<file path="config.mk">
export PLATFORM = sky130hd
export DESIGN_NAME = mem_scroll_reader_flat
export DESIGN_NICKNAME = d
export VERILOG_FILES = /design/src/rtl/mem_scroll_reader_pkg.sv /design/src/rtl/mem_scroll_reader_if.sv /design/src/rtl/mem_scroll_reader_hex7seg.sv /design/src/rtl/mem_scroll_reader.sv /design/src/flat_wrapper.sv
export SDC_FILE = /design/constraint.sdc
export NUM_CORES = 1
export LEC_CHECK = 0
export CORE_MARGIN = 2
export CORE_UTILIZATION = 59
export DETAILED_ROUTE_END_ITERATION = 12
export PLACE_DENSITY = 0.81
export SETUP_SLACK_MARGIN = 0.02
export SKIP_LAST_GASP = 1
export SLEW_MARGIN = 20
export SYNTH_ARGS = -nofsm -noshare
export SYNTH_HDL_FRONTEND = slang
export SYNTH_SLANG_ARGS = --single-unit
</file>
<file path="constraint.sdc">
create_clock -name CLOCK_50 -period 4.1 [get_ports CLOCK_50]
set_input_delay 0.615 -clock CLOCK_50 [delete_from_list [all_inputs] [get_ports CLOCK_50]]
set_output_delay 0.615 -clock CLOCK_50 [all_outputs]
set_load 0.05 [all_outputs]
</file>
<file path="src/rtl/mem_scroll_reader_pkg.sv">
// Shared types and constants for the scrolling seven-segment memory reader.
package mem_scroll_reader_pkg;

  typedef enum logic [1:0] {
    IDLE  = 2'd0,
    FETCH = 2'd1,
    SHOW  = 2'd2
  } state_t;

  localparam int NUM_SLOTS = 6;

  localparam logic [6:0] BLANK_SEG = 7'h7F;

  // Active-low DE1 patterns, bit order gfedcba
  localparam logic [6:0] SEG_0 = 7'h40;
  localparam logic [6:0] SEG_1 = 7'h79;
  localparam logic [6:0] SEG_2 = 7'h24;
  localparam logic [6:0] SEG_3 = 7'h30;
  localparam logic [6:0] SEG_4 = 7'h19;
  localparam logic [6:0] SEG_5 = 7'h12;
  localparam logic [6:0] SEG_6 = 7'h02;
  localparam logic [6:0] SEG_7 = 7'h78;
  localparam logic [6:0] SEG_8 = 7'h00;
  localparam logic [6:0] SEG_9 = 7'h10;
  localparam logic [6:0] SEG_A = 7'h08;
  localparam logic [6:0] SEG_B = 7'h03;
  localparam logic [6:0] SEG_C = 7'h46;
  localparam logic [6:0] SEG_D = 7'h21;
  localparam logic [6:0] SEG_E = 7'h06;
  localparam logic [6:0] SEG_F = 7'h0E;

  function automatic logic [3:0] next_addr(input logic [3:0] a, input logic [4:0] len);
    return ({1'b0, a} == len - 5'd1) ? 4'd0 : a + 4'd1;
  endfunction

  function automatic logic [4:0] sat_len(input logic [4:0] l);
    return (l > 5'd16) ? 5'd16 : l;
  endfunction

endpackage

</file>
<file path="src/rtl/mem_scroll_reader_if.sv">
// Read port between the scroll reader and the digit memory (synchronous, one-cycle latency).
interface mem_scroll_reader_if;
  logic [3:0] rd_addr;
  logic [3:0] rd_data;

  modport master (output rd_addr, input rd_data);
  modport slave  (input rd_addr, output rd_data);
endinterface

</file>
<file path="src/rtl/mem_scroll_reader_hex7seg.sv">
// Combinational hex digit to active-low seven-segment decoder.
module hex7seg
  import mem_scroll_reader_pkg::*;
(
  input  logic [3:0] digit,
  output logic [6:0] seg
);

  always_comb begin
    seg = BLANK_SEG;
    case (digit)
      4'h0: seg = SEG_0;
      4'h1: seg = SEG_1;
      4'h2: seg = SEG_2;
      4'h3: seg = SEG_3;
      4'h4: seg = SEG_4;
      4'h5: seg = SEG_5;
      4'h6: seg = SEG_6;
      4'h7: seg = SEG_7;
      4'h8: seg = SEG_8;
      4'h9: seg = SEG_9;
      4'hA: seg = SEG_A;
      4'hB: seg = SEG_B;
      4'hC: seg = SEG_C;
      4'hD: seg = SEG_D;
      4'hE: seg = SEG_E;
      4'hF: seg = SEG_F;
    endcase
  end

endmodule

</file>
<file path="src/rtl/mem_scroll_reader.sv">
// Scrolls a window of six digits from the digit memory across HEX5..HEX0.
// state | meaning: IDLE = stopped, display frozen | FETCH = reading 6 slots into shadow | SHOW = dwell TICK_DIV cycles
module mem_scroll_reader
  import mem_scroll_reader_pkg::*;
#(
  parameter int TICK_DIV = 5_000_000
) (
  input  logic                       CLOCK_50,
  input  logic                       reset,
  input  logic                       start,
  input  logic                       stop,
  input  logic [4:0]                 length,
  mem_scroll_reader_if.master        mem,
  output logic [6:0]                 HEX5,
  output logic [6:0]                 HEX4,
  output logic [6:0]                 HEX3,
  output logic [6:0]                 HEX2,
  output logic [6:0]                 HEX1,
  output logic [6:0]                 HEX0,
  output logic                       busy,
  output logic [3:0]                 base
);

  localparam int TW = (TICK_DIV > 1) ? $clog2(TICK_DIV) : 1;
  localparam logic [TW-1:0] TICK_LOAD = TW'(TICK_DIV - 1);

  state_t        state;
  logic          start_d;
  logic [4:0]    len_q;
  logic [3:0]    ptr;
  logic [2:0]    cnt;
  logic [TW-1:0] tick_q;
  logic [3:0]    base_q;
  logic [3:0]    rd_addr_q;

  logic [3:0]    shadow_dig   [NUM_SLOTS-1];
  logic [NUM_SLOTS-2:0] shadow_blank;
  logic [6:0]    hex_q        [NUM_SLOTS];

  logic [3:0]    dig_src      [NUM_SLOTS];
  logic [6:0]    seg          [NUM_SLOTS];
  logic [3:0]    next_base;

  // The last slot is committed on the same edge its data arrives, so it bypasses the shadow.
  always_comb begin
    for (int i = 0; i < NUM_SLOTS - 1; i++) dig_src[i] = shadow_dig[i];
    dig_src[NUM_SLOTS-1] = mem.rd_data;
  end

  for (genvar g = 0; g < NUM_SLOTS; g++) begin : g_dec
    hex7seg u_hex7seg (
      .digit (dig_src[g]),
      .seg   (seg[g])
    );
  end

  assign next_base = next_addr(base_q, len_q);

  // start is registered so a restart always begins from a clean edge with the new length in place
  always_ff @(posedge CLOCK_50 or posedge reset) begin
    if (reset) begin
      state        <= IDLE;
      start_d      <= 1'b0;
      len_q        <= 5'd0;
      ptr          <= 4'd0;
      cnt          <= 3'd0;
      tick_q       <= '0;
      base_q       <= 4'd0;
      rd_addr_q    <= 4'd0;
      shadow_blank <= '1;
      for (int i = 0; i < NUM_SLOTS - 1; i++) shadow_dig[i] <= 4'd0;
      for (int i = 0; i < NUM_SLOTS; i++) hex_q[i] <= BLANK_SEG;
    end else begin
      start_d <= start;
      if (start) len_q <= sat_len(length);

      if (start_d) begin
        if (len_q == 5'd0) begin
          for (int i = 0; i < NUM_SLOTS; i++) hex_q[i] <= BLANK_SEG;
          state <= IDLE;
        end else begin
          base_q    <= 4'd0;
          rd_addr_q <= 4'd0;
          ptr       <= next_addr(4'd0, len_q);
          cnt       <= 3'd0;
          state     <= FETCH;
        end
      end else if (start) begin
        // hold everything for the cycle the start is being registered
      end else if (stop) begin
        state <= IDLE;
      end else begin
        case (state)
          FETCH: begin
            if (cnt < 3'd5) begin
              rd_addr_q <= ptr;
              ptr       <= next_addr(ptr, len_q);
            end
            if (cnt != 3'd0 && cnt != 3'd6) begin
              shadow_dig[cnt - 3'd1]   <= mem.rd_data;
              shadow_blank[cnt - 3'd1] <= ({2'b00, cnt - 3'd1} >= len_q);
            end
            if (cnt == 3'd6) begin
              for (int i = 0; i < NUM_SLOTS - 1; i++)
                hex_q[i] <= shadow_blank[i] ? BLANK_SEG : seg[i];
              hex_q[NUM_SLOTS-1] <= (len_q <= 5'(NUM_SLOTS - 1)) ? BLANK_SEG : seg[NUM_SLOTS-1];
              tick_q <= TICK_LOAD;
              state  <= SHOW;
            end else begin
              cnt <= cnt + 3'd1;
            end
          end
          SHOW: begin
            if (tick_q == '0) begin
              base_q    <= next_base;
              rd_addr_q <= next_base;
              ptr       <= next_addr(next_base, len_q);
              cnt       <= 3'd0;
              state     <= FETCH;
            end else begin
              tick_q <= tick_q - 1'b1;
            end
          end
          default: ;
        endcase
      end
    end
  end

  assign mem.rd_addr = rd_addr_q;
  assign base        = base_q;
  assign busy        = (state != IDLE);
  assign HEX5        = hex_q[0];
  assign HEX4        = hex_q[1];
  assign HEX3        = hex_q[2];
  assign HEX2        = hex_q[3];
  assign HEX1        = hex_q[4];
  assign HEX0        = hex_q[5];

endmodule

</file>
<file path="src/flat_wrapper.sv">
// flat-port wrapper written by rule: the top's interface ports become plain ports
module mem_scroll_reader_flat import mem_scroll_reader_pkg::*;
#(
  parameter int TICK_DIV = 5_000_000
)
  (CLOCK_50, reset, start, stop, length, HEX5, HEX4, HEX3, HEX2, HEX1, HEX0, busy, base, mem_rd_addr, mem_rd_data);
  mem_scroll_reader_if mem_i ();
  input  logic CLOCK_50;
  input  logic reset;
  input  logic start;
  input  logic stop;
  input  logic [4:0] length;
  output logic [6:0] HEX5;
  output logic [6:0] HEX4;
  output logic [6:0] HEX3;
  output logic [6:0] HEX2;
  output logic [6:0] HEX1;
  output logic [6:0] HEX0;
  output logic busy;
  output logic [3:0] base;
  output wire logic [$bits(mem_i.rd_addr)-1:0] mem_rd_addr;
  input wire logic [$bits(mem_i.rd_data)-1:0] mem_rd_data;
  assign mem_rd_addr = mem_i.rd_addr;
  assign mem_i.rd_data = mem_rd_data;
  mem_scroll_reader #(.TICK_DIV(TICK_DIV)) u_core (.CLOCK_50(CLOCK_50), .reset(reset), .start(start), .stop(stop), .length(length), .mem(mem_i), .HEX5(HEX5), .HEX4(HEX4), .HEX3(HEX3), .HEX2(HEX2), .HEX1(HEX1), .HEX0(HEX0), .busy(busy), .base(base));
endmodule
</file>
==> results.md, run 1 <==
- Seq cells post-synth: about 110
- Slack of the critical path: between 1000 and 1500 ps
- Worst Skew: 7.70 ps
- Static leakage: approximately 3.5 nW
- WP data required: 4390 ps
- Worst Hold Class: reg -> reg
- IO buf count: 63
- Relative slew slack: 0.435
- ANT cells: 0
- FILL cells: around 800
- Die height: approximately 110 µm
- Die W: 113 µm
- Period utilization: 0.691
- Reg2reg start: u_core.state[0]$_DFFE_PP0P_
- Period minus WS final: about 2800 ps
- RD Place Congestion: roughly 0.9
- Register area share after synthesis: 0.408
- Hold_buf cts: 0
- # IOs: 64
- Clock-pin slew on the worst setup and hold paths: roughly 60 ps
- Tot GR Track Use: 0.267
- Worst setup path start: u_core.state[0]$_DFFE_PP0P_
- Vias in the first global route: roughly 6,000
- Starting density of the core: 0.611
- Drt drc: 0
- Layout Nets: about 870
- Worst Path Max Fanout: 19
- Post-synth EDFFs: 0
- Final Max Slew Viols: 0
- Initial antenna violation count: 0
- CP Data Arrival Time: roughly 3100 ps
- Synthesis-to-finish area growth: 19.7%
- Sink Count: roughly 110
- RSZ-0062 raised after global routing: no
- Routed Antenna Nets: 0
- Maximum VDD drop: 0.542 mV
- Crit. End Element: flip-flop
- Routed wire length: ~16 mm
- CTS tree: yes
- Setup TNS: 0 ps
- CTS resizes: 0
- GR Overflow Total: 0
- Synth area leaders: dfrtp_1 23%, dfstp_2 17%, ha_1 9.2%
- Fraction of layout cells with a size suffix above 1: 0.155
- Synth warn: 0
- Most used flip-flop cell after synthesis: dfrtp_1
- Max Freq: ~0.35 GHz
- Max Root-Sink Buffers: 2
- Full die area: approximately 0.013 mm²
- Syn_area_per_cell: roughly 9.4 µm²
- Setup violators final: 0
- First-pass GRT wire length: around 28 mm
- Num CTS Buffers: 17
- Via count: 5,876
- Synth top area share: 0.234
- Syn nets: a little over 800
- Clk_lat worst skew: 420 ps
- Largest net degree at the start of global routing: 83
- Worst-margin pin slew: 842 ps
- Pre-antenna DRT Iters: 7
- Starting DRT DRC Count: 505
- Status: completed
- Core area: ~0.012 mm²
- Pre-CTS WS: between 900 and 1000 ps
- WL per Instance: 16.9 µm
- Rows: 39
- H-Tree Depth: 4
- Leading area contributor after synthesis: dfrtp_1
- Max-Cap Viols: 0
- Unique masters post-synth: 74
- Final hold vios: 0
- Mapped Area: between 0.007 and 0.008 mm²
- Crit path kind: reg -> reg
- Via density: 6.12
- Post-DP HPWL: around 11 mm
- PwrDens: between 600 and 700 mW/mm²
- Hold Crit Start: u_core.HEX3[5]$_DFFE_PP1P_
- Post-Syn Instances: between 700 and 800
- Critical Path Source Type: flip-flop
- Post CTS Setup Buffer Count: 0
- Most frequent cells in the layout: 73 x nor2_1, 73 x nand2_1, 66 x dfrtp_1, 63 x clkdlybuf4s50_1, 61 x o21ai_0
- Root buf cell: clkbuf_16
- Ys async rst share: 1.00
- Fin util: 0.732
==> state kept, by name (all words and copies together), names as in the netlist, 5 cells and up <==
register             flops
u_core.len_q             5
u_core.HEX5              7
u_core.dig_src          20
u_core.HEX1              7
u_core.HEX0              7
u_core.HEX2              7
u_core.tick_q           23
u_core.HEX4              7
u_core.HEX3              7
u_core.shadow_blank      5
==> power by group <==
part | leakage (nW) | switching [mW] | internal, mW | total, mW
Sequential | 1.32 | 0.388 | 1.55 | 1.94
Clock | 0.324 | 0.541 | 1.14 | 1.68
Combinational | 1.87 | 1.32 | 0.853 | 2.18
==> per-stage QoR <==
step                cell area (µm²)  total power, mW  instances  hold slack (ps)
floorplan                      7070             3.49        754              457
global placement               7790             4.02        928              468
detailed placement             7790             4.10        928              480
CTS                            8460             5.81        960              492
global route                   8460             6.11        960              520
finish                         8460             5.79        960              498
==> area by class of cell <==
| type | instances | area (µm²) | share of cell area |
|---|---|---|---|
| Clock inverter | 14 | 238 | 0.0281 |
| Tap cell | 143 | 179 | 0.0211 |
| Multi-Input combinational cell | 566 | 3900 | 0.461 |
| Clock buffer | 18 | 429 | 0.0507 |
| Timing Repair Buffer | 69 | 688 | 0.0813 |
| Sequential cell | 113 | 2890 | 0.341 |
| Inverter | 37 | 144 | 0.0170 |
==> final timing paths <==
path	end	slack, ps	depth (start not counted)
worst max-delay path	u_core.tick_q[11]$_DFFE_PP0P_	1270	7
worst min-delay path	u_core.HEX3[5]$_DFFE_PP1P_	500	2
worst max register to register	u_core.tick_q[11]$_DFFE_PP0P_	1270	7
worst min register to register	u_core.HEX3[5]$_DFFE_PP1P_	500	2
max in group asynchronous	u_core.HEX2[6]$_DFFE_PP1P_	2630	3
min in group asynchronous	u_core.dig_src[4]$_DFFE_PP0P_	700	2
==> cells in the mapped netlist (6+ instances only) <==
library cell and n:
nand2_1 73, nor2_1 73, dfrtp_1 66, o21ai_0 61, ha_1 52, dfstp_2 47, inv_1 36, a21oi_1 34
a31oi_1 33, clkbuf_1 27, nor3_1 21, nand3_1 17, xnor2_1 17, mux2_2 16, nor2b_1 13, xor2_1 13
mux2i_1 12, nand2b_1 10, buf_1 8, or3_1 8, o2111ai_1 7, o211ai_1 6, o21a_1 6
==> kinds of logic after synthesis <==
logic type,Yosys count,synth area share
compound gates,190,0.171
xor+xnor,32,0.0435
fa+ha+maj,52,0.0920
buf+inv,75,0.0421
flops,113,0.408
mux,33,0.0584
simple gates,259,0.185
==> worst max-delay path, cell delays in order (launching register included) <==
cell,delay (ps)
dfrtp_1,380
inv_1,110
ha_1,690
clkinv_1,470
o31ai_1,690
nor4_1,130
xnor2_1,170
nand2_1,60
==> routing by layer <==
metal | up-vias | routed length (µm) | GRT usage
met5 | - | 0 | 0
met4 | 0 | 372 | 0.111
met3 | 34 | 711 | 0.0611
met2 | 171 | 8160 | 0.452
li1 | 2773 | - | -
met1 | 2898 | 6960 | 0.331
Note: power is estimated with default switching activity, not from simulation.
==> run 2, diff against run 1 <==
CORE_UTILIZATION = 53   (was 59)
PLACE_DENSITY = 0.77   (was 0.81)
clock period = 2.5 ns   (was 4.1 ns; I/O delays follow)
==> results.md, run 2 (synthesis results as in run 1) <==
- Number of flip-flops in the largest register: 23 (unchanged)
- Die height: 119 µm (was 113 µm)
- Initial antenna violation count: 0 (unchanged)
- IO buf count: 63 (unchanged)
- FILL cells: 1,054 (was 797)
- Placed Cells: 988 (was 928)
- Rows: 42 (was 39)
- Final Max Slew Viols: 0 (unchanged)
- Final Hold Slack: 484 ps (was 498 ps)
- Crit path kind: reg -> reg (unchanged)
- # IOs: 64 (unchanged)
- Worst reg-to-reg setup slack: 110 ps (was 1270 ps)
- Worst Skew: 8.30 ps (was 7.70 ps)
- ANT cells: 0 (unchanged)
- H-Tree Depth: 4 (unchanged)
- DP Area: 0.00807 mm² (was 0.00779 mm²)
- Static leakage: 3.61 nW (was 3.51 nW)
- Root buf cell: clkbuf_16 (unchanged)
- Hold_buf cts: 0 (unchanged)
- WL per Instance: 16.4 µm (was 16.9 µm)
- PwrDens: 1060 mW/mm² (was 684 mW/mm²)
- Period minus WS final: 2390 ps (was 2830 ps)
- Final hold vios: 0 (unchanged)
- Core area: 0.0131 mm² (was 0.0116 mm²)
- Worst Hold Class: reg -> reg (unchanged)
- First-pass GRT wire length: 28.5 mm (was 27.8 mm)
- Die W: 119 µm (was 113 µm)
- Non-filler cells, final: 1,022 (was 960)
- Post-DP HPWL: 11.6 mm (was 11.0 mm)
- Critical Path Source Type: flip-flop (unchanged)
- Fin util: 0.660 (was 0.732)
- Starting DRT DRC Count: 527 (was 505)
- Vias in the first global route: 5,989 (was 5,996)
- Full die area: 0.0143 mm² (was 0.0129 mm²)
- Routed wire length: 16.7 mm (was 16.2 mm)
- Max-Cap Viols: 0 (unchanged)
- Layout Nets: 898 (was 869)
- RSZ-0062 raised after global routing: yes (was no)
- Worst Path Max Fanout: 4 (was 19)
- Relative slew slack: 0.559 (was 0.435)
- Period utilization: 0.955 (was 0.691)
- Most flops, register: u_core.tick_q (unchanged)
- Starting density of the core: 0.538 (was 0.611)
- WP data required: 2850 ps (was 4390 ps)
- Status: completed (unchanged)
- Crit. End Element: flip-flop (unchanged)
- Routed Antenna Nets: 0 (unchanged)
- Fraction of layout cells with a size suffix above 1: 0.191 (was 0.155)
- Worst-margin pin slew: 662 ps (was 842 ps)
- R2r endpoint: u_core.tick_q[17]$_DFFE_PP0P_ (was u_core.tick_q[11]$_DFFE_PP0P_)
- Setup violators final: 0 (unchanged)
- RD Place Congestion: 0.916 (was 0.898)
- Post-Layout Inst Area: 0.00867 mm² (was 0.00846 mm²)
- Tot GR Track Use: 0.247 (was 0.267)
- Max Root-Sink Buffers: 2 (unchanged)
- Drt drc: 0 (unchanged)
- Clock-pin slew on the worst setup and hold paths: 50 ps (was 60 ps)
- Via density: 5.85 (was 6.12)
- GR Overflow Total: 0 (unchanged)
- Pre-antenna DRT Iters: 5 (was 7)
- Maximum VDD drop: 0.741 mV (was 0.542 mV)
- Worst setup path start: u_core.state[1]$_DFFE_PP0P_ (was u_core.state[0]$_DFFE_PP0P_)
- Sink Count: 113 (unchanged)
- Clk_lat worst skew: 430 ps (was 420 ps)
- Largest net degree at the start of global routing: 85 (was 83)
- Max Freq: 0.419 GHz (was 0.353 GHz)
- Reg2reg start: u_core.state[1]$_DFFE_PP0P_ (was u_core.state[0]$_DFFE_PP0P_)
- CP Data Arrival Time: 2740 ps (was 3130 ps)
- Via count: 5,977 (was 5,876)
- Hold path cells: 2 (unchanged)
- Most frequent cells in the layout: 73 x nor2_1, 73 x nand2_1, 66 x dfrtp_1, 63 x clkdlybuf4s50_1, 61 x o21ai_0 (unchanged)
- Num CTS Buffers: 17 (unchanged)
- Worst setup endpoint: u_core.tick_q[17]$_DFFE_PP0P_ (was u_core.tick_q[11]$_DFFE_PP0P_)
- Synthesis-to-finish area growth: 22.7% (was 19.7%)
- Reg2reg path depth: 7 (unchanged)
- CTS tree: yes (unchanged)
run 2: cell types whose count changed in the layout (fill, tap and decap cells not counted), sizes merged:
cell,previous run,this run
buf,6,35
clkbuf,18,23
inv,36,35
clkinv,8,7
bufinv,6,1
clkinvlp,1,3
run 2: cell type report:
type | instances | area (µm²) | area share
clock buffer | 23 | 478 | 0.0551
timing repair buffer | 98 | 931 | 0.107
sequential | 113 | 2890 | 0.333
clock inverter | 9 | 82.6 | 0.00952
tap | 176 | 220 | 0.0254
inverter | 37 | 143 | 0.0164
multi-input combinational | 566 | 3930 | 0.453
run 2: worst min-delay path by stage:
stage / start / end / slack (ps)
5_1_grt: u_core.mem.rd_addr[2]$_DFFE_PP0P_ / u_core.mem.rd_addr[2]$_DFFE_PP0P_ / 500
4_1_cts: u_core.mem.rd_addr[2]$_DFFE_PP0P_ / u_core.mem.rd_addr[2]$_DFFE_PP0P_ / 490
3_3_place_gp: u_core.mem.rd_addr[2]$_DFFE_PP0P_ / u_core.mem.rd_addr[2]$_DFFE_PP0P_ / 460
2_1_floorplan: start / u_core.start_d$_DFF_PP0_ / 410
3_5_place_dp: u_core.mem.rd_addr[2]$_DFFE_PP0P_ / u_core.mem.rd_addr[2]$_DFFE_PP0P_ / 480
6_report: u_core.mem.rd_addr[2]$_DFFE_PP0P_ / u_core.mem.rd_addr[2]$_DFFE_PP0P_ / 480
run 2: what timing repair did:
item / CTS / global route
endpoints found under the setup margin: 0 / 18
buffers inserted: 0 / 2
gates resized for setup: 0 / 7
run 2: metal layers:
layer | global-route usage | share of wire
met5 | 0 | 0
met4 | 0.0963 | 0.018
met3 | 0.0632 | 0.045
met2 | 0.417 | 0.51
met1 | 0.305 | 0.43
run 2: stage by stage:
stage	TNS, ps	power, mW	setup slack, ps
floorplan	0	5.73	28.8
global placement	-72.9	6.66	-42.3
detailed placement	-550	6.82	-155
CTS	0	9.16	51.5
global route	-65.0	9.65	-40.9
finish	0	9.15	113
run 2: critical path: stages, from the launching register on:
cell and delay (ps):
dfrtp_1 370, inv_1 70, ha_1 290, or4b_4 490
and4b_1 320, o211ai_1 170, or3_2 460, a21oi_2 140
run 2: power breakdown:
| group | switching (mW) | internal, mW | leakage, nW |
|---|---|---|---|
| Combinational | 2.23 | 1.45 | 2.02 |
| Sequential | 0.627 | 2.54 | 1.32 |
| Clock | 0.862 | 1.44 | 0.273 |
==> run 3, diff against run 2 <==
PLACE_DENSITY = not set   (was 0.77)
PLACE_DENSITY_LB_ADDON = 0.12   (was not set)
==> results.md, run 3 (synthesis results as in run 1) <==
- Status: completed (unchanged)
- Slowest CP cell: or4b_4 (unchanged)
- Via density: 5.66 (was 5.85)
- Fraction of layout cells with a size suffix above 1: 0.197 (was 0.191)
- Starting density of the core: 0.538 (unchanged)
- Relative slew slack: 0.452 (was 0.559)
- WL per Instance: 15.8 µm (was 16.4 µm)
- Starting DRT DRC Count: 379 (was 527)
- Clock-pin slew on the worst setup and hold paths: 60 ps (was 50 ps)
- PwrDens: 1050 mW/mm² (was 1060 mW/mm²)
- Max Root-Sink Buffers: 2 (unchanged)
- Crit. End Element: flip-flop (unchanged)
- Most flops, register: u_core.tick_q (unchanged)
- Die height: 119 µm (unchanged)
- Post-DP HPWL: 11.6 mm (about the same)
- RSZ-0062 raised after global routing: yes (unchanged)
- Number of flip-flops in the largest register: 23 (unchanged)
- Largest net degree at the start of global routing: 60 (was 85)
- Most frequent cells in the layout: 73 x nor2_1, 73 x nand2_1, 66 x dfrtp_1, 63 x clkdlybuf4s50_1, 61 x o21ai_0 (unchanged)
- Rows: 42 (unchanged)
- Root buf cell: clkbuf_16 (unchanged)
- Hold_buf cts: 0 (unchanged)
- Final hold vios: 0 (unchanged)
- Via count: 5,803 (was 5,977)
- Core area: 0.0131 mm² (unchanged)
- Worst Hold Class: reg -> reg (unchanged)
- Max Freq: 0.417 GHz (was 0.419 GHz)
- Die W: 119 µm (unchanged)
- Pre-antenna DRT Iters: 5 (unchanged)
- Tot GR Track Use: 0.238 (was 0.247)
- Synthesis-to-finish area growth: 23.3% (was 22.7%)
- CP cell instances: inv_1 > ha_1 > or4b_4 > and4b_1 > o211ai_1 > buf_4 > nor3_1 > xnor2_1 > nor2_1 (was inv_1 > ha_1 > or4b_4 > and4b_1 > o211ai_1 > or3_2 > a21oi_2)
- Setup TNS: 0 ps (unchanged)
- # IOs: 64 (unchanged)
- Routed wire length: 16.2 mm (was 16.7 mm)
- Full die area: 0.0143 mm² (unchanged)
- Worst Path Max Fanout: 5 (was 4)
- H-Tree Depth: 4 (unchanged)
- Layout Nets: 901 (was 898)
- M1 wire length: 7.20 mm (was 7.14 mm)
- Setup violators final: 0 (unchanged)
- Final Hold Slack: 498 ps (was 484 ps)
- Family with the most delay on the worst path: simple AND/OR/NAND/NOR gates (unchanged)
- CP bufs+invs: 2 (was 1)
- Clk_lat worst skew: 420 ps (was 430 ps)
- Max-Cap Viols: 0 (unchanged)
- First-pass GRT wire length: 27.7 mm (was 28.5 mm)
- RD Place Congestion: 0.879 (was 0.916)
- Metal3 WL: 559 µm (was 757 µm)
- Drt drc: 0 (unchanged)
- Critical Path Source Type: flip-flop (unchanged)
- Period utilization: 0.960 (was 0.955)
- Max stage delay on crit path: 490 ps (about the same)
- IO buf count: 63 (unchanged)
- Maximum VDD drop: 0.695 mV (was 0.741 mV)
- CP Data Arrival Time: 2700 ps (was 2740 ps)
- Pwr Total: 9.12 mW (was 9.15 mW)
- Vias in the first global route: 5,876 (was 5,989)
- WP data required: 2810 ps (was 2850 ps)
- Pre-CTS WS: -142 ps (was -155 ps)
- CTS tree: yes (unchanged)
- Static leakage: 3.62 nW (was 3.61 nW)
- Worst Skew: 7.33 ps (was 8.30 ps)
- ANT cells: 0 (unchanged)
- Crit path kind: reg -> reg (unchanged)
- Slack of the critical path: 101 ps (was 113 ps)
- Worst-margin pin slew: 815 ps (was 662 ps)
- Period minus WS final: 2400 ps (was 2390 ps)
- Routed Antenna Nets: 0 (unchanged)
- Initial antenna violation count: 0 (unchanged)
- GR Overflow Total: 0 (unchanged)
- Num CTS Buffers: 17 (unchanged)
- Sink Count: 113 (unchanged)
- Detail Route met2 WL: 8.22 mm (was 8.55 mm)
- Final Max Slew Viols: 0 (unchanged)
- Top Metal Used: met4 (unchanged)
-- run 3: cell count changes in the layout (fill, tap and decap cells not counted), moves of 2 or more --
cell        change
buf_4           +3
clkbuf_1        -2
clkinvlp_4      +3
inv_6           +2
-- run 3: area by class of cell --
| class | count | area (µm²) |
|---|---|---|
| Timing Repair Buffer | 101 | 953 |
| Inverter | 37 | 143 |
| Multi-Input combinational cell | 566 | 3950 |
| Sequential cell | 113 | 2890 |
| Fill cell | 1051 | 4420 |
| Clock inverter | 12 | 109 |
| Tap cell | 176 | 220 |
| Clock buffer | 20 | 457 |
-- run 3: timing repair --
item	in CTS	in global routing
resized for setup	0	9
buffers inserted	0	3
endpoints found under the setup margin	0	12
-- run 3: worst register-to-register path: cells and delay by family, from the launching register on --
family / cells / cell delay [ps]
fa+ha+maj: 1 / 300
simple gates: 4 / 1020
xor+xnor: 1 / 140
buf+inv: 2 / 270
flops: 1 / 350
compound gates: 1 / 200
-- run 3: stage by stage --
stage	cell area, µm²	utilization	instances
CTS	8650	0.658	1022
finish	8710	0.663	1025
detailed placement	8080	0.615	990
global placement	8080	0.615	990
floorplan	7080	-	754
global route	8710	0.663	1025
-- run 3: path summary, 6_finish.rpt --
path,start,endpoint,slack (ps),cells past startpoint
setup reg to reg,u_core.state[0]$_DFFE_PP0P_,u_core.tick_q[21]$_DFFE_PP0P_,100,9
hold reg to reg,u_core.HEX5[5]$_DFFE_PP1P_,u_core.HEX5[5]$_DFFE_PP1P_,500,2
min in group asynchronous,reset,u_core.HEX4[2]$_DFFE_PP1P_,570,2
max in group asynchronous,reset,u_core.HEX1[2]$_DFFE_PP1P_,1570,3
setup / recovery,u_core.state[0]$_DFFE_PP0P_,u_core.tick_q[21]$_DFFE_PP0P_,100,9
hold / removal,u_core.HEX5[5]$_DFFE_PP1P_,u_core.HEX5[5]$_DFFE_PP1P_,500,2
-- run 3: power by group --
group | total, mW | switching (mW) | internal (mW)
Clock | 2.30 | 0.888 | 1.42
Sequential | 3.16 | 0.624 | 2.54
Combinational | 3.65 | 2.20 | 1.45
-- run 3: layer usage --
layer | up-vias | GRT usage
li1 | 2845 | -
met1 | 2821 | 0.297
met2 | 114 | 0.406
met3 | 23 | 0.0551
met4 | 0 | 0.0831
met5 | - | 0
